==> src/rtl/operand_issue_pkg.sv <==
// Shared types for the decode-stage operand issue unit: control word, op classes,
// immediate formats and the op-class to immediate-format mapping.
package operand_issue_pkg;

    typedef logic [63:0] word_t;
    typedef logic [63:0] u64;
    typedef logic [31:0] u32;

    typedef enum logic [3:0] {
        OP_ALU, OP_ALUW, OP_ALUI, OP_ALUIW, OP_LD, OP_SD,
        OP_LUI, OP_AUIPC, OP_JAL, OP_JALR, OP_BRANCH
    } op_t;

    typedef enum logic [3:0] {
        FN_ADD, FN_SUB, FN_AND, FN_OR, FN_XOR, FN_SLL, FN_SRL, FN_SRA,
        FN_SLT, FN_SLTU, FN_MUL, FN_DIV, FN_DIVU, FN_REM, FN_REMU
    } alufunc_t;

    typedef struct packed {
        op_t      op;
        alufunc_t alufunc;
        logic     writes_rd;
        logic     uses_rs1;
        logic     uses_rs2;
    } contral_t;

    typedef enum logic [2:0] {IMM_I, IMM_S, IMM_B, IMM_U, IMM_J} imm_fmt_t;

    function automatic imm_fmt_t fmt_of(input op_t op);
        case (op)
            OP_SD:            return IMM_S;
            OP_BRANCH:        return IMM_B;
            OP_LUI, OP_AUIPC: return IMM_U;
            OP_JAL:           return IMM_J;
            default:          return IMM_I;
        endcase
    endfunction

endpackage

==> src/rtl/operand_issue_imm_gen.sv <==
// Immediate generator: extracts the RV immediate of the requested format from the
// instruction word and sign-extends it to XLEN.
module operand_issue_imm_gen
    import operand_issue_pkg::*;
#(
    parameter int unsigned XLEN = 64
) (
    input  logic [31:7]     instr,
    input  imm_fmt_t        fmt,
    output logic [XLEN-1:0] imm
);

    logic [31:0] imm32;

    always_comb begin
        imm32 = '0;
        case (fmt)
            IMM_I:   imm32 = {{20{instr[31]}}, instr[31:20]};
            IMM_S:   imm32 = {{20{instr[31]}}, instr[31:25], instr[11:7]};
            IMM_B:   imm32 = {{19{instr[31]}}, instr[31], instr[7], instr[30:25], instr[11:8], 1'b0};
            IMM_U:   imm32 = {instr[31:12], 12'b0};
            IMM_J:   imm32 = {{11{instr[31]}}, instr[31], instr[19:12], instr[20], instr[30:21], 1'b0};
            default: imm32 = '0;
        endcase
    end

    assign imm = {{(XLEN-32){imm32[31]}}, imm32};

endmodule

==> src/rtl/operand_issue.sv <==
// Decode-stage operand fetch/issue: operand/immediate select, per-register pending-write
// scoreboard, RAW stall, writeback bypass and the valid/ready D/E stage register.
module operand_issue
    import operand_issue_pkg::*;
#(
    parameter int unsigned XLEN    = 64,
    parameter int unsigned NREG    = 32,
    parameter int unsigned NWB     = 2,
    parameter int unsigned MAXPEND = 3,
    localparam int unsigned RW     = $clog2(NREG),
    localparam int unsigned CW     = $clog2(MAXPEND + 1)
) (
    input  logic              clk,
    input  logic              reset,
    input  logic              flush,
    input  logic              in_valid,
    output logic              in_ready,
    input  contral_t          in_ctl,
    input  logic [31:0]       in_instr,
    input  logic [XLEN-1:0]   in_pc,
    input  logic [RW-1:0]     in_rs1,
    input  logic [RW-1:0]     in_rs2,
    input  logic [RW-1:0]     in_rd,
    input  logic [XLEN-1:0]   rf_rd1,
    input  logic [XLEN-1:0]   rf_rd2,
    input  logic [NWB-1:0]    wb_valid,
    input  logic [NWB*RW-1:0] wb_rd,
    input  logic [NWB*XLEN-1:0] wb_data,
    output logic              out_valid,
    input  logic              out_ready,
    output contral_t          out_ctl,
    output logic [XLEN-1:0]   out_pc,
    output logic [RW-1:0]     out_rd,
    output logic [XLEN-1:0]   out_op1,
    output logic [XLEN-1:0]   out_op2,
    output logic [XLEN-1:0]   out_imm,
    output logic [31:0]       stall_cnt
);

    localparam logic [CW-1:0] PEND_MAX = CW'(MAXPEND);

    logic [CW-1:0]   pend     [NREG];
    logic [CW-1:0]   pend_nxt [NREG];
    logic [CW:0]     cnt;
    logic            hit1, hit2, chk1, chk2, haz1, haz2, full, hazard;
    logic            stage_writes, load, issue, pend_underflow, wb_dup;
    logic [XLEN-1:0] byp1, byp2, src1, src2, op1, op2, imm;
    logic            unused_opcode;

    assign unused_opcode = ^in_instr[6:0];

    operand_issue_imm_gen #(.XLEN(XLEN)) u_imm_gen (
        .instr (in_instr[31:7]),
        .fmt   (fmt_of(in_ctl.op)),
        .imm   (imm)
    );

    // Highest-numbered writeback port wins when several hit the same source.
    always_comb begin
        hit1 = 1'b0;
        hit2 = 1'b0;
        byp1 = '0;
        byp2 = '0;
        for (int unsigned i = 0; i < NWB; i++) begin
            if (wb_valid[i] && wb_rd[i*RW +: RW] == in_rs1 && in_rs1 != '0) begin
                hit1 = 1'b1;
                byp1 = wb_data[i*XLEN +: XLEN];
            end
            if (wb_valid[i] && wb_rd[i*RW +: RW] == in_rs2 && in_rs2 != '0) begin
                hit2 = 1'b1;
                byp2 = wb_data[i*XLEN +: XLEN];
            end
        end
        src1 = (in_rs1 == '0) ? '0 : (hit1 ? byp1 : rf_rd1);
        src2 = (in_rs2 == '0) ? '0 : (hit2 ? byp2 : rf_rd2);
    end

    // A writer sitting in the stage register is not yet counted in pend[], so it
    // also counts toward the full check to keep the counter from wrapping.
    always_comb begin
        stage_writes = out_valid && out_ctl.writes_rd;
        chk1 = in_ctl.uses_rs1 && in_rs1 != '0 && !(in_ctl.op inside {OP_AUIPC, OP_JAL});
        chk2 = in_ctl.uses_rs2 && in_rs2 != '0 && !(in_ctl.op inside {OP_AUIPC, OP_JAL});
        haz1 = chk1 && ((pend[in_rs1] != '0 && !(pend[in_rs1] == CW'(1) && hit1))
                        || (stage_writes && out_rd == in_rs1));
        haz2 = chk2 && ((pend[in_rs2] != '0 && !(pend[in_rs2] == CW'(1) && hit2))
                        || (stage_writes && out_rd == in_rs2));
        full = in_ctl.writes_rd && in_rd != '0
               && (pend[in_rd] == PEND_MAX
                   || (pend[in_rd] == PEND_MAX - CW'(1) && stage_writes && out_rd == in_rd));
        hazard   = haz1 || haz2 || full;
        in_ready = !hazard && (!out_valid || out_ready) && !flush;
        load     = in_valid && in_ready;
        issue    = out_valid && out_ready && !flush;
    end

    always_comb begin
        op1 = src1;
        op2 = src2;
        case (in_ctl.op)
            OP_ALUW: begin
                if (in_ctl.alufunc inside {FN_DIV, FN_REM}) begin
                    op1 = {{(XLEN-32){src1[31]}}, src1[31:0]};
                    op2 = {{(XLEN-32){src2[31]}}, src2[31:0]};
                end else if (in_ctl.alufunc inside {FN_DIVU, FN_REMU}) begin
                    op1 = {{(XLEN-32){1'b0}}, src1[31:0]};
                    op2 = {{(XLEN-32){1'b0}}, src2[31:0]};
                end
            end
            OP_ALUI, OP_ALUIW, OP_LD, OP_SD, OP_LUI: op2 = imm;
            OP_AUIPC: begin
                op1 = in_pc;
                op2 = imm;
            end
            OP_JAL, OP_JALR: begin
                op1 = in_pc;
                op2 = XLEN'(4);
            end
            default: ;
        endcase
    end

    always_comb begin
        pend_underflow = 1'b0;
        wb_dup         = 1'b0;
        cnt            = '0;
        for (int unsigned r = 0; r < NREG; r++) begin
            cnt = {1'b0, pend[r]};
            if (r != 0 && issue && out_ctl.writes_rd && out_rd == RW'(r))
                cnt = cnt + (CW+1)'(1);
            for (int unsigned i = 0; i < NWB; i++) begin
                if (r != 0 && wb_valid[i] && wb_rd[i*RW +: RW] == RW'(r)) begin
                    if (cnt == '0) pend_underflow = 1'b1;
                    else           cnt = cnt - (CW+1)'(1);
                end
            end
            pend_nxt[r] = cnt[CW-1:0];
        end
        for (int unsigned i = 0; i < NWB; i++)
            for (int unsigned j = i + 1; j < NWB; j++)
                if (wb_valid[i] && wb_valid[j] && wb_rd[i*RW +: RW] == wb_rd[j*RW +: RW]
                    && wb_rd[i*RW +: RW] != '0)
                    wb_dup = 1'b1;
    end

    always_ff @(posedge clk or posedge reset) begin
        if (reset) begin
            for (int unsigned r = 0; r < NREG; r++) pend[r] <= '0;
            stall_cnt <= '0;
        end else begin
            pend <= pend_nxt;
            if (in_valid && hazard && stall_cnt != '1) stall_cnt <= stall_cnt + 32'd1;
        end
    end

    always_ff @(posedge clk or posedge reset) begin
        if (reset) begin
            out_valid <= 1'b0;
            out_ctl   <= '0;
            out_pc    <= '0;
            out_rd    <= '0;
            out_op1   <= '0;
            out_op2   <= '0;
            out_imm   <= '0;
        end else if (flush) begin
            out_valid <= 1'b0;
        end else if (load) begin
            out_valid <= 1'b1;
            out_ctl   <= in_ctl;
            out_pc    <= in_pc;
            out_rd    <= in_rd;
            out_op1   <= op1;
            out_op2   <= op2;
            out_imm   <= imm;
        end else if (out_ready) begin
            out_valid <= 1'b0;
        end
    end

    a_no_underflow: assert property (@(posedge clk) disable iff (reset) !pend_underflow);
    a_no_wb_dup:    assert property (@(posedge clk) disable iff (reset) !wb_dup);

endmodule
==> config.mk <==
export PLATFORM = sky130hd
export DESIGN_NAME = operand_issue
export DESIGN_NICKNAME = d
export VERILOG_FILES = /design/src/rtl/operand_issue_pkg.sv /design/src/rtl/operand_issue_imm_gen.sv /design/src/rtl/operand_issue.sv
export SDC_FILE = /design/constraint.sdc
export NUM_CORES = 1
export LEC_CHECK = 0
export CORE_AREA = 5 5 270 272
export CTS_CLUSTER_DIAMETER = 40
export CTS_CLUSTER_SIZE = 30
export DETAILED_ROUTE_END_ITERATION = 8
export DIE_AREA = 0 0 275 277
export PLACE_DENSITY_LB_ADDON = 0.1
export SLEW_MARGIN = 10
export SYNTH_ARGS = -nofsm -noshare
export SYNTH_HDL_FRONTEND = slang
export SYNTH_HIERARCHICAL = 1
export SYNTH_SLANG_ARGS = --single-unit
==> constraint.sdc <==
create_clock -name clk -period 13.6 [get_ports clk]
set_input_delay 2.72 -clock clk [delete_from_list [all_inputs] [get_ports clk]]
set_output_delay 2.72 -clock clk [all_outputs]
set_load 0.02 [all_outputs]
==> summary.md, run 1 <==
| Metric | Value |
|---|---|
| Area growth, synth to finish | `40.2%` |
| Clk slew on worst S/H paths | `50 ps` |
| Register-to-Register Path Depth | `12` |
| Max Cap Viol | `0` |
| Residual DRC count | `0` |
| Asr flop ratio synth | `1.00` |
| Outcome | `completed` |
| Worst slew margin | `0.228` |
| Die X | `around 280 um` |
| Largest net degree at the start of global routing | `164` |
| Final hold violation count | `0` |
| WL per Instance | `26.7 um` |
| Synth Register Bits | `367` |
| Hold Path Origin | `out_op1[9]` |
| Register area share after synthesis | `0.352` |
| CTS tree | `yes` |
| Global Route Usage Sum | `0.285` |
| Final Util | `0.520` |
| First-pass GRT wire length | `approximately 160 mm` |
| Post-synth EDFFs | `0` |
| Mapped Area | `roughly 26,000 um^2` |
| Port Buffer Count | `between 600 and 700` |
| Commonest non-fill, non-tap cells in the layout | `693 x clkdlybuf4s50_1, 367 x dfrtp_1, 254 x nand2_1` |
| Max stage delay on crit path | `between 800 and 900 ps` |
| Worst Path Required | `between 10,000 and 15,000 ps` |
| Starting Density | `0.371` |
| Leak | `approximately 17 nW` |
| Worst reg2reg path endpoint | `pend[60]` |
| Critical-path cell list | `clkdlybuf4s50_1 > or4_1 > nor2_1 > or4_4 > o2111ai_1 > a21oi_1 > nor4_1 > clkdlybuf4s50_1` |
| Worst slew pin tran | `~1200 ps` |
| Fin crit period | `9690 ps` |
| Hold path endpoint | `out_op1[9]` |
| Reg power frac | `0.271` |
| Post-CTS Setup Inserts | `0` |
| Post-synth top flop | `dfrtp_1` |
| Arrival @ worst endpoint | `approximately 7000 ps` |
| Setup_tns | `0 ps` |
| Worst Hold Path Cells | `2` |
| Antenna violations before repair | `20` |
| RSZ-0062 raised after global routing | `no` |
| Drt via density | `5.53` |
| Fmax achieved | `103 MHz` |
| VDD IR-drop max | `roughly 0.00011 V` |
| Layout cell share with drive strength beyond 1 | `0.143` |
| R2r setup slk | `between 9000 and 10,000 ps` |
| CP Class | `in2out` |
| Placed Cells | `around 4,100` |
| Number of global-route vias before repair | `23,800` |
| Syn_area_per_cell | `9.96 um^2` |
| Cell row count | `98` |
| Max Slew Vio Count | `0` |
| CTS Root Cell | `clkbuf_16` |
| DP HPWL | `between 80 and 90 mm` |
| Period Utilization, post-route | `0.712` |
| CTS buffer count | `84` |
| Core ar. | `70,500 um^2` |
| Post-route ant nets | `0` |
| Largest delay contributor family on the critical path | `simple AND/OR/NAND/NOR gates` |
| GRT overflow | `0` |
| Die area | `76,200 um^2` |
| Crit path from | `in_rs2[3]` |
| Layout Cells excl Fill | `between 4,000 and 5,000` |
| Clock latency on the worst-skew pair | `roughly 620 ps` |
| CP dominant cell by count | `clkdlybuf4s50_1` |
| NetSw | `2.25 mW` |
| Initial drt markers | `1,847` |
| Warnings, synthesis | `6` |
| Comb pwr share | `0.388` |
| Setup violators final | `0` |
| TritonRoute pass-1 iters | `8` |
| Worst min-delay path class | `reg2reg` |
| Via count | `23,600` |
| Final WL | `about 110 mm` |
| Post-cts resize count | `0` |
| Nets | `between 3,000 and 4,000` |
| Clock power share | `0.341` |
| Post-synthesis cell count | `2,624` |
| GP Congestion | `~0.96` |
| Worst Path Max Fanout | `75` |
| Commonest non-fill, non-tap cell in the layout | `clkdlybuf4s50_1` |
| Boundary Pins | `701` |
| Crit path buffers/inverters | `2` |
| Hold_buf cts | `0` |
| FF-to-FF Start | `out_valid` |
| Net Count, Synth | `roughly 3,200` |
| # H-tree levels | `3` |
| Slowest cell on crit path | `clkdlybuf4s50_1` |
| CP Capture Type | `primary output` |
| Longest Clk Path Bufs | `3` |
| Sw Share | `0.353` |
| Internal Power | `around 4 mW` |
| Die H | `roughly 280 um` |
| Startpoint types | `input port` |
| Sink Count | `about 370` |
| Cell variety after synth | `58` |
| Final Skew | `approximately 26 ps` |
| Pwr Density | `174 nW/um^2` |
## power groups by stage
stage	Sequential, mW	Combinational [mW]	Clock [mW]
after floorplan	2.00	1.03	0
after global placement	1.71	2.40	0
after detailed placement	1.73	2.47	0
after CTS	1.72	2.48	2.20
after global routing	1.76	2.62	2.26
final	1.73	2.47	2.17
## cells in the mapped netlist (33+ instances only)
cell	instances	area, um^2
mux2_4	119	1790
xor2_1	112	981
dfrtp_1	367	9180
nand3_1	50	250
buf_4	33	248
nand2_1	255	957
nor2_1	203	762
mux2i_1	226	2260
clkbuf_1	116	435
inv_1	81	304
a211o_1	55	482
o21ai_0	197	986
xnor2_1	49	429
mux4_2	42	946
a211oi_1	34	255
ha_1	156	1950
a21oi_1	113	566
a221oi_1	35	307
mux2_2	99	1110
## worst reg2reg max path, cell delays in order, from the launching register on
cell and delay [ps]:
dfrtp_1 390, nand2_1 170, nor4b_1 850, nand2_1 460, nor3_1 550, mux2i_1 200
ha_1 240, ha_1 200, nor2_1 200, mux2_2 380, ha_1 190, a211o_1 290
xor2_1 160
## state kept, by name, summed over array words and instances, names as in the netlist
register   flops
out_imm       64
out_pc        64
pend          62
out_ctl       11
out_valid      1
stall_cnt     32
out_rd         5
out_op1       64
out_op2       64
## area by class of cell
type,instances,area (um^2)
multi-input combinational,1962,15600
antenna,16,40.0
tap,950,1190
inverter,81,312
clock buffer,103,2310
clock inverter,52,704
timing repair buffer,734,7270
fill,6332,33900
sequential,367,9180
## cells by family (layout without fill, tap and decap cells)
group	after synthesis	after routing	synth area share
AO/OA/AOI/OAI	517	517	0.123
adder cells (fa/ha/maj)	157	157	0.0751
buffers and inverters	295	970	0.0540
AND/OR/NAND/NOR	641	641	0.108
multiplexers	486	486	0.234
XOR/XNOR	161	161	0.0540
flip-flops	367	367	0.352
other	0	16	0
## routing by layer
metal / GRT usage / share of wire
met5: 0 / 0.00054
met4: 0.108 / 0.033
met3: 0.0772 / 0.084
met2: 0.474 / 0.48
met1: 0.353 / 0.40
## worst max path at each step
stage	endpoint	slack, ps	cells past startpoint
after floorplan	out_ctl[0]	690	1
after global placement	in_ready	3810	8
after detailed placement	in_ready	3800	8
after CTS	in_ready	3790	8
after global routing	in_ready	3670	8
final	in_ready	3910	8
## through the flow
step / hold WS [ps] / area (um^2) / power (mW) / setup slack (ps)
2_1_floorplan: 582 / 26100 / 3.02 / 691
3_3_place_gp: 464 / 33600 / 4.11 / 3810
3_5_place_dp: 469 / 33600 / 4.20 / 3800
4_1_cts: 480 / 36600 / 6.40 / 3790
5_1_grt: 504 / 36600 / 6.65 / 3670
6_report: 475 / 36600 / 6.36 / 3910
(Power assumes the default switching activity.)
==> inputs of run 2 (changes only) <==
==> constraint.sdc (replaced) <==
create_clock -name clk -period 9.2 [get_ports clk]
set_input_delay 1.84 -clock clk [delete_from_list [all_inputs] [get_ports clk]]
set_output_delay 1.84 -clock clk [all_outputs]
set_load 0.02 [all_outputs]
==> summary.md, run 2 (synthesis gave the netlist of run 1 again) <==
| Metric | Value |
|---|---|
| Outcome | `completed` |
| Drt via density | `5.53 (about the same)` |
| Post-cts resize count | `0 (unchanged)` |
| Cell row count | `98 (unchanged)` |
| Pwr Density | `256 nW/um^2 (+47%)` |
| Setup ws final | `1570 ps (-2340 ps)` |
| DP HPWL | `85.7 mm (about the same)` |
| RSZ-0062 raised after global routing | `no` |
| Boundary Pins | `701 (unchanged)` |
| Internal Power | `6.05 mW (+47%)` |
| Worst slew margin | `0.218 (-0.00974)` |
| Comb pwr share | `0.391 (+0.003)` |
| CP endpoint | `in_ready` |
| CTS Root Cell | `clkbuf_16` |
| Final Instance Area | `36,600 um^2 (-0.12%)` |
| Fin crit period | `about 7600 ps` |
| Post-CTS Setup Inserts | `0 (unchanged)` |
| Sw Share | `0.353 (about the same)` |
| # H-tree levels | `3 (unchanged)` |
| Hold slack | `477 ps (+1.30 ps)` |
| Die H | `277 um (unchanged)` |
| Via count | `23,600 (+0.042%)` |
| Leak | `16.6 nW (about the same)` |
| Hold_buf cts | `0 (unchanged)` |
| NetSw | `3.30 mW (+47%)` |
| CTS buffer count | `84 (unchanged)` |
| Core ar. | `70,500 um^2 (unchanged)` |
| Final Skew | `20.7 ps (-5.52 ps)` |
| Residual DRC count | `0 (unchanged)` |
| Critical-path cell list | `clkdlybuf4s50_1 > buf_4 > mux4_2 > mux4_2 > a211oi_1 > a21oi_1 > nor4_1 > clkdlybuf4s50_1` |
| Final WL | `113 mm (-0.76%)` |
| Starting Density | `0.371 (unchanged)` |
| Initial drt markers | `1,757 (-4.9%)` |
| Largest delay contributor family on the critical path | `buffers and inverters` |
| Longest Clk Path Bufs | `3 (unchanged)` |
| First-pass GRT wire length | `162 mm (-1.2%)` |
| CP Capture Type | `primary output` |
| CTS tree | `yes` |
| Worst Path Required | `7360 ps (-3520 ps)` |
| Clock latency on the worst-skew pair | `610 ps (about the same)` |
| R2r setup slk | `5030 ps (-4150 ps)` |
| Period Utilization, post-route | `0.829` |
| Clock power share | `0.336 (-0.005)` |
| Fillers | `6,353 (+0.33%)` |
| Worst reg2reg path endpoint | `pend[60]` |
| GRT overflow | `0 (unchanged)` |
| Antenna violations before repair | `25 (+25%)` |
| Crit. path cell count | `8 (unchanged)` |
| Die X | `275 um (unchanged)` |
| Crit path from | `in_rs2[0]` |
| VDD IR-drop max | `0.000158 V (+49%)` |
| Crit path buffers/inverters | `3 (+1)` |
| Nets | `3,779 (-0.053%)` |
| Global Route Usage Sum | `0.281 (-0.00340)` |
| GP Congestion | `0.940 (-1.7%)` |
| Max Cap Viol | `0 (unchanged)` |
| Max Slew Vio Count | `0 (unchanged)` |
| Worst slew pin tran | `1170 ps (+16.5 ps)` |
| TritonRoute pass-1 iters | `6 (-2)` |
| Layout cell share with drive strength beyond 1 | `0.142 (-0.00165)` |
| Commonest non-fill, non-tap cells in the layout | `693 x clkdlybuf4s50_1, 367 x dfrtp_1, 254 x nand2_1` |
| Slowest cell on crit path | `clkdlybuf4s50_1` |
| Startpoint types | `input port` |
| FF-to-FF Start | `out_rd[0]` |
| Commonest non-fill, non-tap cell in the layout | `clkdlybuf4s50_1` |
| Area growth, synth to finish | `40.1%` |
| Worst Path Max Fanout | `11 (-85%)` |
| Die area | `76,200 um^2 (unchanged)` |
| Largest net degree at the start of global routing | `161 (-1.8%)` |
| Placed Cells | `4,092 (-0.049%)` |
| Final hold violation count | `0 (unchanged)` |
| Setup violators final | `0 (unchanged)` |
| Number of global-route vias before repair | `23,800 (+0.067%)` |
| Fmax achieved | `between 100 and 150 MHz` |
| Placed Instance Area | `33,600 um^2 (about the same)` |
| Arrival @ worst endpoint | `5790 ps (-1180 ps)` |
| Sink Count | `367 (unchanged)` |
| Port Buffer Count | `693 (unchanged)` |
| Post-route ant nets | `0 (unchanged)` |
| Max stage delay on crit path | `920 ps (+110 ps)` |
| Layout Cells excl Fill | `4,263 (-0.047%)` |
| Register-to-Register Path Depth | `11 (-1)` |
| Worst slack, placed | `1570 ps (-2230 ps)` |
| Worst min-delay path class | `reg2reg` |
| WL per Instance | `26.5 um (-0.71%)` |
| CP Class | `in2out` |
| Clk slew on worst S/H paths | `50 ps (about the same)` |
| Setup_tns | `0 ps (unchanged)` |
| Reg power frac | `0.273 (+0.002)` |
| Worst Hold Path Cells | `2 (unchanged)` |
[run 2: changes by cell type in the layout (fill, tap and decap cells not counted), sizes merged]
| cell | before | now |
|---|---|---|
| clkbuf | 103 | 110 |
| buf | 41 | 39 |
| diode | 16 | 18 |
| clkinvlp | 12 | 6 |
| bufinv | 14 | 12 |
| inv | 87 | 86 |
[run 2: how the worst min path moves through the flow]
stage | start | to
after floorplan | out_op1[63] | out_op1[63]
after detailed placement | out_op2[22] | out_op2[22]
final | out_op1[32] | out_op1[32]
after CTS | out_op2[22] | out_op2[22]
after global placement | out_op1[27] | out_op1[27]
after global routing | out_op1[2] | out_op1[2]
[run 2: through the flow]
| stage | utilization | total power [mW] |
|---|---|---|
| after floorplan | - | 4.47 |
| after detailed placement | 0.476 | 6.22 |
| final | 0.519 | 9.35 |
| after global routing | 0.519 | 9.79 |
| after CTS | 0.518 | 9.42 |
| after global placement | 0.476 | 6.09 |
[run 2: power groups by stage]
stage	Sequential (mW)	Clock, mW	Combinational, mW
after floorplan	2.95	0	1.52
after global placement	2.54	0	3.55
after detailed placement	2.57	0	3.65
after CTS	2.55	3.19	3.68
after global routing	2.61	3.28	3.90
final	2.56	3.14	3.66
[run 2: per-layer routing]
layer | GRT usage | vias up | part of all wire
li1 | - | 10600 | -
met1 | 0.345 | 11800 | 0.39
met2 | 0.472 | 956 | 0.49
met3 | 0.0700 | 198 | 0.079
met4 | 0.118 | 10 | 0.037
met5 | 0 | - | 0.00058
[run 2: area by class of cell]
type / count / area (um^2) / area share
Multi-Input combinational cell: 1962 / 15600 / 0.427
Inverter: 81 / 308 / 0.00841
Tap cell: 950 / 1190 / 0.0325
Clock buffer: 110 / 2390 / 0.0654
Clock inverter: 43 / 569 / 0.0156
Sequential cell: 367 / 9180 / 0.251
Antenna cell: 18 / 45.0 / 0.00123
Timing Repair Buffer: 732 / 7280 / 0.199
[run 2: worst reg2reg max path, delay by kind of cell, from the launching register on]
| kind | cells | cell delay (ps) |
|---|---|---|
| XOR/XNOR | 2 | 350 |
| multiplexers | 1 | 380 |
| flip-flops | 1 | 550 |
| AND/OR/NAND/NOR | 4 | 1850 |
| adder cells (fa/ha/maj) | 3 | 640 |
| AO/OA/AOI/OAI | 1 | 290 |
==> inputs of run 3 (changes only) <==
==> constraint.sdc (replaced) <==
create_clock -name clk -period 7 [get_ports clk]
set_input_delay 1.4 -clock clk [delete_from_list [all_inputs] [get_ports clk]]
set_output_delay 1.4 -clock clk [all_outputs]
set_load 0.02 [all_outputs]
==> summary.md, run 3 (synthesis gave the netlist of run 1 again) <==
| Metric | Value |
|---|---|
| CP Class | `in2out` |
| Fmax achieved | `158 MHz` |
| Register area | `9180 um^2 (unchanged)` |
| Multi-input gate area in the final layout | `15,600 um^2 (unchanged)` |
| Post-CTS Setup Inserts | `0 (unchanged)` |
| CTS buffer count | `86 (+2.4%)` |
| Core ar. | `70,500 um^2 (unchanged)` |
| WL per Instance | `26.3 um (-0.72%)` |
| Drt via density | `5.51 (-0.29%)` |
| Clock latency on the worst-skew pair | `620 ps (about the same)` |
| Hold_buf cts | `0 (unchanged)` |
| Commonest non-fill, non-tap cell in the layout | `clkdlybuf4s50_1` |
| Longest Clk Path Bufs | `3 (unchanged)` |
| Worst slack, placed | `675 ps (-898 ps)` |
| Final Skew | `32.6 ps (+11.9 ps)` |
| Layout cell share with drive strength beyond 1 | `0.145 (+0.00307)` |
| Port Buffer Count | `693 (unchanged)` |
| Sw Share | `0.350 (-0.00270)` |
| Fillers | `6,292 (-0.96%)` |
| Clock power share | `0.350 (+0.014)` |
| Fin crit period | `6340 ps` |
| Arrival @ worst endpoint | `4940 ps (-850 ps)` |
| Post-route ant nets | `0 (unchanged)` |
| Die area | `76,200 um^2 (unchanged)` |
| Clk slew on worst S/H paths | `40 ps (about the same)` |
| Power, Total | `12.6 mW (+35%)` |
| Residual DRC count | `0 (unchanged)` |
| Worst Path Max Fanout | `9 (-2)` |
| Nets | `3,790 (+0.29%)` |
| Outcome | `completed` |
| Final WL | `113 mm (-0.27%)` |
| Startpoint types | `input port` |
| Antenna violations before repair | `26 (+4.0%)` |
| Setup violators final | `0 (unchanged)` |
| Comb pwr share | `0.383 (-0.008)` |
| Internal Power | `8.19 mW (+35%)` |
| Cell row count | `98 (unchanged)` |
| CTS Root Cell | `clkbuf_16` |
| RSZ-0062 raised after global routing | `no` |
| CP Capture Type | `primary output` |
| Leak | `16.7 nW (+0.87%)` |
| Worst slew pin tran | `1360 ps (+189 ps)` |
| Worst Hold Path Cells | `2 (unchanged)` |
| CTS tree | `yes` |
| Setup ws final | `658 ps (-917 ps)` |
| Max Cap Viol | `0 (unchanged)` |
| Worst min-delay path class | `reg2reg` |
| Final hold violation count | `0 (unchanged)` |
| Hold slack | `474 ps (-2.22 ps)` |
| Pwr Density | `342 nW/um^2 (+34%)` |
| Initial drt markers | `1,800 (+2.4%)` |
| Boundary Pins | `701 (unchanged)` |
| Number of global-route vias before repair | `23,700 (-0.53%)` |
| Global Route Usage Sum | `0.282 (about the same)` |
| Area growth, synth to finish | `41.3%` |
| Worst slew margin | `0.0919 (-0.126)` |
| First-pass GRT wire length | `162 mm (+0.31%)` |
| Reg power frac | `0.268 (-0.005)` |
| Period Utilization, post-route | `0.906` |
| NetSw | `4.42 mW (+34%)` |
| Post-cts resize count | `0 (unchanged)` |
| GP Congestion | `0.906 (-3.6%)` |
| Worst Path Required | `5600 ps (-1760 ps)` |
| TritonRoute pass-1 iters | `5 (-1)` |
| DP HPWL | `85.9 mm (+0.24%)` |
| VDD IR-drop max | `0.000211 V (+34%)` |
| Starting Density | `0.371 (unchanged)` |
| GRT overflow | `0 (unchanged)` |
| Commonest non-fill, non-tap cells in the layout | `693 x clkdlybuf4s50_1, 367 x dfrtp_1, 254 x nand2_1` |
| # H-tree levels | `3 (unchanged)` |
| Register-to-Register Path Depth | `12 (+1)` |
| Sink Count | `367 (unchanged)` |
| Via count | `23,600 (+0.16%)` |
| Die X | `275 um (unchanged)` |
| Max Slew Vio Count | `0 (unchanged)` |
| Die H | `277 um (unchanged)` |
| Largest net degree at the start of global routing | `126 (-22%)` |
| Setup_tns | `0 ps (unchanged)` |
-- run 3: cell types whose count changed in the layout (fill, tap and decap cells not counted) --
cell        change
buf_12          +2
buf_4           +7
bufinv_16       +6
clkbuf_1        +1
clkbuf_8        -3
clkinv_16       +1
clkinv_2        -7
clkinv_4        +2
clkinvlp_4      -2
diode_2         +6
inv_16          +1
inv_6           +5
-- run 3: path summary, 6_finish.rpt --
kind,slack (ps),to,start
setup / recovery,660,in_ready,in_rs2[2]
hold / removal,470,out_op1[16],out_op1[16]
setup reg to reg,2560,pend[56],out_ctl[2]
hold reg to reg,470,out_op1[16],out_op1[16]
max in group asynchronous,4310,out_op1[47],reset
min in group asynchronous,1330,stall_cnt[17],reset
-- run 3: layout make-up --
class	count	share of cell area
Antenna cell	24	0.00163
Clock buffer	108	0.0638
Clock inverter	49	0.0220
Inverter	81	0.00834
Multi-Input combinational cell	1962	0.423
Sequential cell	367	0.249
Tap cell	950	0.0322
Timing Repair Buffer	741	0.200
-- run 3: critical path, cell delays in order --
cell and delay, ps:
clkdlybuf4s50_1 780, buf_4 290, mux4_2 320, mux4_2 490, nand2b_1 170, o2111ai_1 130, a21oi_1 200, nor4_1 460
clkdlybuf4s50_1 700
-- run 3: per-stage QoR --
| step | cells | utilization | cell area (um^2) |
|---|---|---|---|
| 4_1_cts | 4258 | 0.523 | 36800 |
| 6_report | 4282 | 0.523 | 36900 |
| 3_3_place_gp | 4101 | 0.478 | 33700 |
| 5_1_grt | 4278 | 0.523 | 36900 |
| 2_1_floorplan | 2624 | - | 26100 |
| 3_5_place_dp | 4101 | 0.478 | 33700 |
-- run 3: per-layer routing --
layer  up-vias  track usage  share of wire
li1      10600            -              -
met1     11900        0.345           0.40
met2       900        0.468           0.48
met3       214       0.0774          0.080
met4         6        0.116          0.040
met5         -            0        0.00030
-- run 3: power groups by stage --
| stage | Combinational (mW) | Clock [mW] | Sequential, mW |
|---|---|---|---|
| 2_1_floorplan | 1.99 | 0 | 3.88 |
| 3_3_place_gp | 4.68 | 0 | 3.35 |
| 3_5_place_dp | 4.82 | 0 | 3.39 |
| 4_1_cts | 4.84 | 4.49 | 3.36 |
| 5_1_grt | 5.12 | 4.61 | 3.45 |
| 6_report | 4.82 | 4.41 | 3.37 |
